File: src/rtl/seg7_pkg.sv
// Shared ASCII constants and receive-state type for the UART character source.
// Build option: UART_CHAR_SOURCE_PARITY_EN adds the 8-E-1 parity state.
package seg7_pkg;

  localparam logic [7:0] CHAR_CR        = 8'h0D;
  localparam logic [7:0] CHAR_LF        = 8'h0A;
  localparam logic [7:0] CHAR_SPACE     = 8'h20;
  localparam logic [7:0] CHAR_MIN_PRINT = 8'h20;
  localparam logic [7:0] CHAR_MAX_PRINT = 8'h7E;

  typedef enum logic [2:0] {
    RX_IDLE,
    RX_START,
    RX_DATA,
`ifdef UART_CHAR_SOURCE_PARITY_EN
    RX_PARITY,
`endif
    RX_STOP
  } rx_state_t;

endpackage

File: src/rtl/uart_char_source_if.sv
// Serial input plus the character stream toward the 7-segment display.
// The master side is the UART character source.
interface uart_char_source_if;

  logic       rx;
  logic [7:0] char_out;
  logic       char_valid;
  logic       clear;
  logic       frame_err;
  logic       busy;

  modport master (
    input  rx,
    output char_out, char_valid, clear, frame_err, busy
  );

  modport slave (
    output rx,
    input  char_out, char_valid, clear, frame_err, busy
  );

endinterface

File: src/rtl/rx_synchronizer.sv
// Two-flop synchroniser for the asynchronous serial line.
// Resets to the idle (high) level so no false start follows reset.
module rx_synchronizer (
  input  logic clk,
  input  logic rst,
  input  logic d,
  output logic q
);

  logic [1:0] ff;

  always_ff @(posedge clk or posedge rst) begin
    if (rst) ff <= 2'b11;
    else     ff <= {ff[0], d};
  end

  assign q = ff[1];

endmodule

File: src/rtl/uart_char_source.sv
// UART receiver feeding filtered ASCII, clears and stretched valids to the display.
// Build option: UART_CHAR_SOURCE_PARITY_EN selects 8-E-1 framing.
module uart_char_source
  import seg7_pkg::*;
#(
  parameter int CLK_HZ       = 1_000_000,
  parameter int BAUD         = 9600,
  parameter int VALID_CYCLES = 4
) (
  input logic               clk,
  input logic               rst,
  uart_char_source_if.master bus
);

  localparam int BIT_DIV = CLK_HZ / BAUD;
  localparam int HALF    = BIT_DIV / 2;
  localparam int CW      = $clog2(BIT_DIV);
  localparam int VW      = $clog2(VALID_CYCLES + 1);

  localparam logic [CW-1:0] CNT_BIT  = CW'(BIT_DIV - 1);
  localparam logic [CW-1:0] CNT_HALF = CW'(HALF - 1);

  logic          rx_s;
  rx_state_t     state;
  logic [CW-1:0] cnt;
  logic [2:0]    bit_idx;
  logic [7:0]    shreg;
  logic [VW-1:0] vcnt;
  logic [7:0]    char_q;
  logic          clear_q;
  logic          ferr_q;
  logic          tick;
  logic          frame_ok;
  logic          is_nl;
  logic          is_print;

  rx_synchronizer u_sync (
    .clk (clk),
    .rst (rst),
    .d   (bus.rx),
    .q   (rx_s)
  );

  assign tick     = (cnt == CNT_BIT);
  assign is_nl    = (shreg == CHAR_CR) || (shreg == CHAR_LF);
  assign is_print = (shreg >= CHAR_MIN_PRINT) && (shreg <= CHAR_MAX_PRINT);

`ifdef UART_CHAR_SOURCE_PARITY_EN
  logic par_bit;
  assign frame_ok = rx_s && !(^{shreg, par_bit});
`else
  assign frame_ok = rx_s;
`endif

  always_ff @(posedge clk or posedge rst) begin
    if (rst) begin
      state   <= RX_IDLE;
      cnt     <= '0;
      bit_idx <= '0;
      shreg   <= '0;
      vcnt    <= '0;
      char_q  <= CHAR_SPACE;
      clear_q <= 1'b0;
      ferr_q  <= 1'b0;
`ifdef UART_CHAR_SOURCE_PARITY_EN
      par_bit <= 1'b0;
`endif
    end else begin
      clear_q <= 1'b0;
      ferr_q  <= 1'b0;
      // Stretch runs free of the FSM; a load in STOP overrides this.
      if (vcnt != '0) vcnt <= vcnt - 1'b1;
      unique case (state)
        RX_IDLE: begin
          if (!rx_s) begin
            state <= RX_START;
            cnt   <= '0;
          end
        end
        RX_START: begin
          if (cnt == CNT_HALF) begin
            cnt     <= '0;
            bit_idx <= '0;
            state   <= rx_s ? RX_IDLE : RX_DATA;
          end else begin
            cnt <= cnt + 1'b1;
          end
        end
        RX_DATA: begin
          if (tick) begin
            cnt     <= '0;
            shreg   <= {rx_s, shreg[7:1]};
            bit_idx <= bit_idx + 1'b1;
            if (bit_idx == 3'd7) begin
`ifdef UART_CHAR_SOURCE_PARITY_EN
              state <= RX_PARITY;
`else
              state <= RX_STOP;
`endif
            end
          end else begin
            cnt <= cnt + 1'b1;
          end
        end
`ifdef UART_CHAR_SOURCE_PARITY_EN
        RX_PARITY: begin
          if (tick) begin
            cnt     <= '0;
            par_bit <= rx_s;
            state   <= RX_STOP;
          end else begin
            cnt <= cnt + 1'b1;
          end
        end
`endif
        RX_STOP: begin
          if (tick) begin
            cnt   <= '0;
            state <= RX_IDLE;
            if (!frame_ok) begin
              ferr_q <= 1'b1;
            end else if (is_nl) begin
              clear_q <= 1'b1;
            end else if (is_print) begin
              char_q <= shreg;
              vcnt   <= VW'(VALID_CYCLES);
            end
          end else begin
            cnt <= cnt + 1'b1;
          end
        end
        default: state <= RX_IDLE;
      endcase
    end
  end

  assign bus.char_out   = char_q;
  assign bus.char_valid = (vcnt != '0);
  assign bus.clear      = clear_q;
  assign bus.frame_err  = ferr_q;
  assign bus.busy       = (state != RX_IDLE);

endmodule

File: src/flat_wrapper.sv
// flat-port wrapper written by rule: the top's interface ports become plain ports
module uart_char_source_flat import seg7_pkg::*;
#(
  parameter int CLK_HZ       = 1_000_000,
  parameter int BAUD         = 9600,
  parameter int VALID_CYCLES = 4
)
  (clk, rst, bus_rx, bus_char_out, bus_char_valid, bus_clear, bus_frame_err, bus_busy);
  uart_char_source_if bus_i ();
  input logic clk;
  input logic rst;
  input wire logic [$bits(bus_i.rx)-1:0] bus_rx;
  output wire logic [$bits(bus_i.char_out)-1:0] bus_char_out;
  output wire logic [$bits(bus_i.char_valid)-1:0] bus_char_valid;
  output wire logic [$bits(bus_i.clear)-1:0] bus_clear;
  output wire logic [$bits(bus_i.frame_err)-1:0] bus_frame_err;
  output wire logic [$bits(bus_i.busy)-1:0] bus_busy;
  assign bus_i.rx = bus_rx;
  assign bus_char_out = bus_i.char_out;
  assign bus_char_valid = bus_i.char_valid;
  assign bus_clear = bus_i.clear;
  assign bus_frame_err = bus_i.frame_err;
  assign bus_busy = bus_i.busy;
  uart_char_source #(.CLK_HZ(CLK_HZ), .BAUD(BAUD), .VALID_CYCLES(VALID_CYCLES)) u_core (.clk(clk), .rst(rst), .bus(bus_i));
endmodule
File: config.mk
export PLATFORM = sky130hd
export DESIGN_NAME = uart_char_source_flat
export DESIGN_NICKNAME = d
export VERILOG_FILES = /design/src/rtl/seg7_pkg.sv /design/src/rtl/uart_char_source_if.sv /design/src/rtl/rx_synchronizer.sv /design/src/rtl/uart_char_source.sv /design/src/flat_wrapper.sv
export SDC_FILE = /design/constraint.sdc
export NUM_CORES = 1
export LEC_CHECK = 0
export ABC_AREA = 1
export CAP_MARGIN = 10
export CORE_MARGIN = 2
export CORE_UTILIZATION = 30
export DETAILED_ROUTE_END_ITERATION = 7
export PLACE_DENSITY = 0.45
export REMOVE_ABC_BUFFERS = 1
export SYNTH_ARGS = -nofsm -noshare
export SYNTH_HDL_FRONTEND = slang
export SYNTH_SLANG_ARGS = --single-unit
File: constraint.sdc
create_clock -name clk -period 1.7 [get_ports clk]
set_input_delay 0.51 -clock clk [delete_from_list [all_inputs] [get_ports clk]]
set_output_delay 0.51 -clock clk [all_outputs]
set_load 0.01 [all_outputs]
== After elaboration in Yosys (flattened, before gate mapping) ==
Cells that the tools add are included.

* Flip-flop bits (word level): 36
* Input port bits: 3
* Word-level logic and storage cells: 68

* Add/subtract/negate cells: 3
* $lt $le $gt $ge: 2
* Eq/ne operators: 13
* Muxes and demuxes: 27
* Bitwise logic cells: 1
* Reductions and logical operators: 13

{| class="wikitable"
|+ Operators by type and width
! kind !! count
|-
| $mux W3 || 13
|-
| $mux W7 || 3
|-
| $pmux W7 S3 || 1
|-
| $eq A8 B4 Y1 const B || 2
|-
| $pmux W3 S4 || 1
|-
| $reduce_and A5 Y1 || 2
|-
| $reduce_bool A3 Y1 || 3
|-
| $ge A8 B6 Y1 const B || 1
|-
| $le A8 B7 Y1 const B || 1
|-
| $ne A2 B1 Y1 const B || 4
|-
| $add A7 B1 Y7 const B || 1
|-
| $eq A7 B6 Y1 const B || 1
|-
| $eq A7 B7 Y1 const B || 1
|-
| $mux W1 || 7
|-
| $eq A3 B2 Y1 const B || 2
|-
| $pmux W3 S2 || 1
|-
| $reduce_and A2 Y1 || 2
|-
| $add A3 B1 Y3 const B || 1
|-
| $eq A3 B1 Y1 const B || 1
|-
| $eq A3 B3 Y1 const B || 1
|-
| $logic_not A3 Y1 || 1
|-
| $reduce_and A3 Y1 || 1
|-
| $sub A3 B1 Y3 const B || 1
|-
| $mux W2 || 1
|-
| 6 further kinds || 6
|}

== Longest topological paths before layout ==
* Depth in word-level cells: 7
* Gate-level depth with buffers: 9
* Mapped depth without buffers: 9

== Cells and area by module ==
Synthesis repeated with hierarchy kept, for this count alone.

* Cell total of the unflattened synthesis: 214
* Area total of the unflattened synthesis: 1706.6 um2

{| class="wikitable"
|+ By module, submodules not included
! module !! instances !! cells an instance !! area each (um2)
|-
| uart_char_source || 1 || 211 || 1650.3
|-
| rx_synchronizer || 1 || 3 || 56.3
|}

== Least setup slack after synthesis ==
No wires, ideal clock.

* Path kind: flip-flop to flip-flop
* Start: reg u_core.state[0]
* End: reg u_core.state[0]
* Library setup time: 123 ps
* Data arrival time: 1298 ps
* Required time: 1577 ps
* Setup slack: 279 ps
* Stages on the path, launching flop included: 9
* Path buffers: 0
* Cell sequence: dfrtp_1 -> inv_1 -> ha_1 -> inv_1 -> nor2_1 -> nor2_1 -> nand2_1 -> o21ai_0 -> nand2_1

* Cells in the longest elaborated chain, start to end: 3
* Elaborated cells between the ends (all ways): 11
* Those cells by class: 8 x eq/ne; 1 x mux; 2 x reduce/logical

{| class="wikitable"
|+ RTL lines
! item !! line !! text
|-
| start, declared || uart_char_source.sv:24 || <nowiki>rx_state_t state;</nowiki>
|-
| start signal, assigned || uart_char_source.sv:84 || <nowiki>state <= rx_s ? RX_IDLE : RX_DATA;</nowiki>
|-
| $eq A3 B2 Y1, or another cell as far along || uart_char_source.sv:73 || <nowiki>unique case (state)</nowiki>
|-
| $ne A2 B1 Y1 (no source line) or $ne A2 B2 Y1 (tied branches) || n/a ||
|-
| $reduce_and A5 Y1 (no source line) || n/a ||
|}

Parallel ways exist; a longest one is shown, timed or not.
A chain may end at the register's enable or synchronous reset.

== Worst setup path after layout ==
* Start: reg u_core.ferr_q, in the netlist u_core.bus.frame_err
* End: out bus_frame_err

{| class="wikitable"
|+ RTL lines
! item !! line !! text
|-
| start, declared || uart_char_source.sv:31 || <nowiki>logic ferr_q;</nowiki>
|-
| start signal, assigned || uart_char_source.sv:64 || <nowiki>ferr_q <= 1'b0;</nowiki>
|-
| start signal, assigned || uart_char_source.sv:70 || <nowiki>ferr_q <= 1'b0;</nowiki>
|-
| start signal, assigned || uart_char_source.sv:121 || <nowiki>ferr_q <= 1'b1;</nowiki>
|-
| end, declared || flat_wrapper.sv:16 || <nowiki>output wire logic [$bits(bus_i.frame_err)-1:0] bus_frame_err;</nowiki>
|}

No word-level cell between the ends.

==> results.md <==
- Synth unique cells: 29
- H-tree levels: 2
- Crit-path max FO: 1
- Placed instance count: 306
- Register area share after synthesis: about half
- Insertion delay to the later sink of the worst-skew pair: between 200 and 300 ps
- Avg WL per Cell: between 10 and 15 microns
- Vias in the first global route: ~1400
- Post-DRT Antenna Nets: 0
- Reg2reg start: u_core.cnt[0]
- RSZ-0062 raised after global routing: no
- Routed vias: approximately 1400
- Slew Limit Fails: 0
- Worst slack, placed: 12.6 ps
- Share of layout cells above drive strength 1: 18.8%
- Startpoint types: flop
- Final Hold Fails: 0
- Status: complete, no violations
- Crit Path Class: reg2out
- Ys flop type: dfrtp_1
- CP peak stage delay: ~530 ps
- P per Cell Area: ~720 mW/mm^2
- Slew of the pin with the lowest slew margin: about 280 ps
- Area leader, netlist: dfrtp_1
- Critical Path RT: approximately 1200 ps
- Largest cells by area after synthesis: dfrtp_1, nand2_1, ha_1
- Row count: 28
- Num Clock Sinks: 35
- Hold/Removal Path Class: reg2reg
- CTS Hold Bufs: 0
- Die width: slightly above 80 microns
- Post-route insts no fill: around 310
- CP max stage cell: clkdlybuf4s50_1
- DRT iter0 DRCs: 80
- Final min period: approximately 1700 ps
- Setup Skew: about 3.3 ps
- Crit. Startpoint: u_core.bus.frame_err
- Post-layout util: a little under two fifths
- Post-synth ARST share: 100%
- VDD IR max: between 0.3 and 0.4 mV
- Drt pass-1 iters: 4
- F_max: about 610 MHz
- Final WS setup: a little under 50 ps
- Post-synthesis register bit count: 35
- Post-Syn Area: between 0.0015 and 0.002 sq mm
- HPWL Detailed: roughly 2500 microns
- # nets final: between 200 and 300
- Tot GR Track Use: about 12%
- CP delay by family, top: buffers and inverters
- CP endpoint kind: output pin
- Largest net degree at the start of global routing: 36
- Buffers on Ports: 14
- Yosys warnings: 0
- Root Driver: clkbuf_8
- Die area: ~0.0067 sq mm
- EDFF count, synth: 0
- Die height: between 80 and 90 microns
- HP Start: u_core.u_sync.ff[0]
- Wire length of the first global-routing pass: ~6200 microns
- Worst EP arrival: between 1000 and 1500 ps
- Layout Area Growth over Synthesis: 23.8%
- CP Cell Sequence: clkdlybuf4s50_1
- Final WL: around 3500 microns
- Sequential cell area: 880 sq um
- Most frequent cell after synthesis: nand2_1
- Core ar.: roughly 0.006 sq mm
- Fillcell total: around 630
- LEAKAGE: 1.22 nW
- Pwr Total: 1.62 mW
- Synth Instances: 207
- Initial antenna violation count: 0
- Antenna cell count: 0
- Max Buffers Root-to-Sink: 2
- Yosys top cell area share: roughly 44%
- Routability Congestion: around 0.74
- Final setup viols: 0
- Post-route clock period utilization: roughly 97%
- Buf/Inv on CP: 1
- # Post-CTS Setup Buffers: 0
- Area of the multi-input gates: 818 sq um
- Ports placed on the boundary: 15
- Most common library cells after synthesis: nand2_1, dfrtp_1, inv_1
- Max-slew headroom: approximately 81%
- Initial Util: a little under a third
- Finished Cell Area: 0.00224 sq mm
- Reg clk slew, reported paths: around 70 ps
- Global route overflow: 0
- CTS tree: built
- Worst hold slack: 357 ps
- Placed cell area: ~0.0021 sq mm
- Remaining DRCs: 0
- Setup TNS: 0 ps
- Via-to-Cell Ratio: between 4 and 5
- Syn Area/Cell: 8.75 sq um
- CTS buffer count: 5
- Max_cap viols: 0
==> worst paths after layout <==
path                                     endpoint  slack, ps  depth (start not counted)
max                                 bus_frame_err         50                          1
min in group asynchronous           u_core.cnt[0]        560                          3
min reg2reg                   u_core.u_sync.ff[1]        360                          0
max reg2reg                       u_core.state[1]        190                          8
max in group asynchronous  u_core.bus.char_out[5]        890                          3
min                           u_core.u_sync.ff[1]        360                          0
==> logic make-up (layout without fill, tap and decap cells) <==
logic type               after synthesis  after routing  synth area share, %
buffers and inverters                 27             59                 6.70
AO/OA/AOI/OAI                         22             22                 7.25
XOR/XNOR                               4              4                 1.93
flip-flops                            35             35                 48.6
AND/OR/NAND/NOR                      110            110                 29.4
adder cells (fa/ha/maj)                9              9                 6.22
==> state kept, by name (all words and copies together), names as in the netlist <==
register              cells
u_core.bus.clear          1
u_core.bus.frame_err      1
u_core.bit_idx            3
u_core.cnt                7
u_core.bus.char_out       8
u_core.vcnt               3
u_core.u_sync.ff          2
u_core.shreg              8
u_core.state              2
==> worst reg2reg max path, delay by kind of cell, from the launching register on <==
| family | cells | cell delay, ps |
|---|---|---|
| simple gates | 6 | 580 |
| flops | 1 | 400 |
| fa+ha+maj | 1 | 250 |
| compound gates | 1 | 170 |
==> report_power, final <==
part / internal, mW / total, mW / switching [mW] / leakage (nW)
Combinational: 0.00980 / 0.0277 / 0.0179 / 0.699
Sequential: 0.837 / 0.839 / 0.00291 / 0.464
Clock: 0.436 / 0.752 / 0.315 / 0.0581
==> cell type report <==
| cell class | instances | area share [%] |
|---|---|---|
| Inverter | 25 | 4.19 |
| Multi-Input combinational cell | 145 | 36.5 |
| Timing Repair Buffer | 26 | 10.9 |
| Sequential cell | 35 | 39.2 |
| Clock buffer | 5 | 3.07 |
| Tap cell | 75 | 4.19 |
| Clock inverter | 3 | 1.95 |
==> timing repair <==
item                       4_1_cts  5_1_grt
pin swaps                        1        0
cloned                           0        0
setup endpoints to repair        5       10
resized for setup               11       12
==> cell usage in the layout (no fill, tap or decap), drive strengths merged, types with 4 or more instances in the layout <==
cell type | netlist | routed
nor2 | 16 | 16
dfrtp | 32 | 32
ha | 9 | 9
o21ai | 15 | 15
clkbuf | 0 | 5
nand4 | 4 | 4
xor2 | 4 | 4
nand3 | 14 | 14
inv | 24 | 24
dlymetal6s2s | 0 | 6
nand2 | 70 | 70
buf | 2 | 14
==> per-layer routing <==
layer / wire length (microns) / vias to the layer above / global-route usage [%]
li1: - / 716 / -
met1: 1720 / 662 / 15.3
met2: 1590 / 14 / 20.5
met3: 122 / 5 / 3.08
met4: 53 / 0 / 4.00
met5: 0 / - / 0
Power figures use the tool's default switching activity.
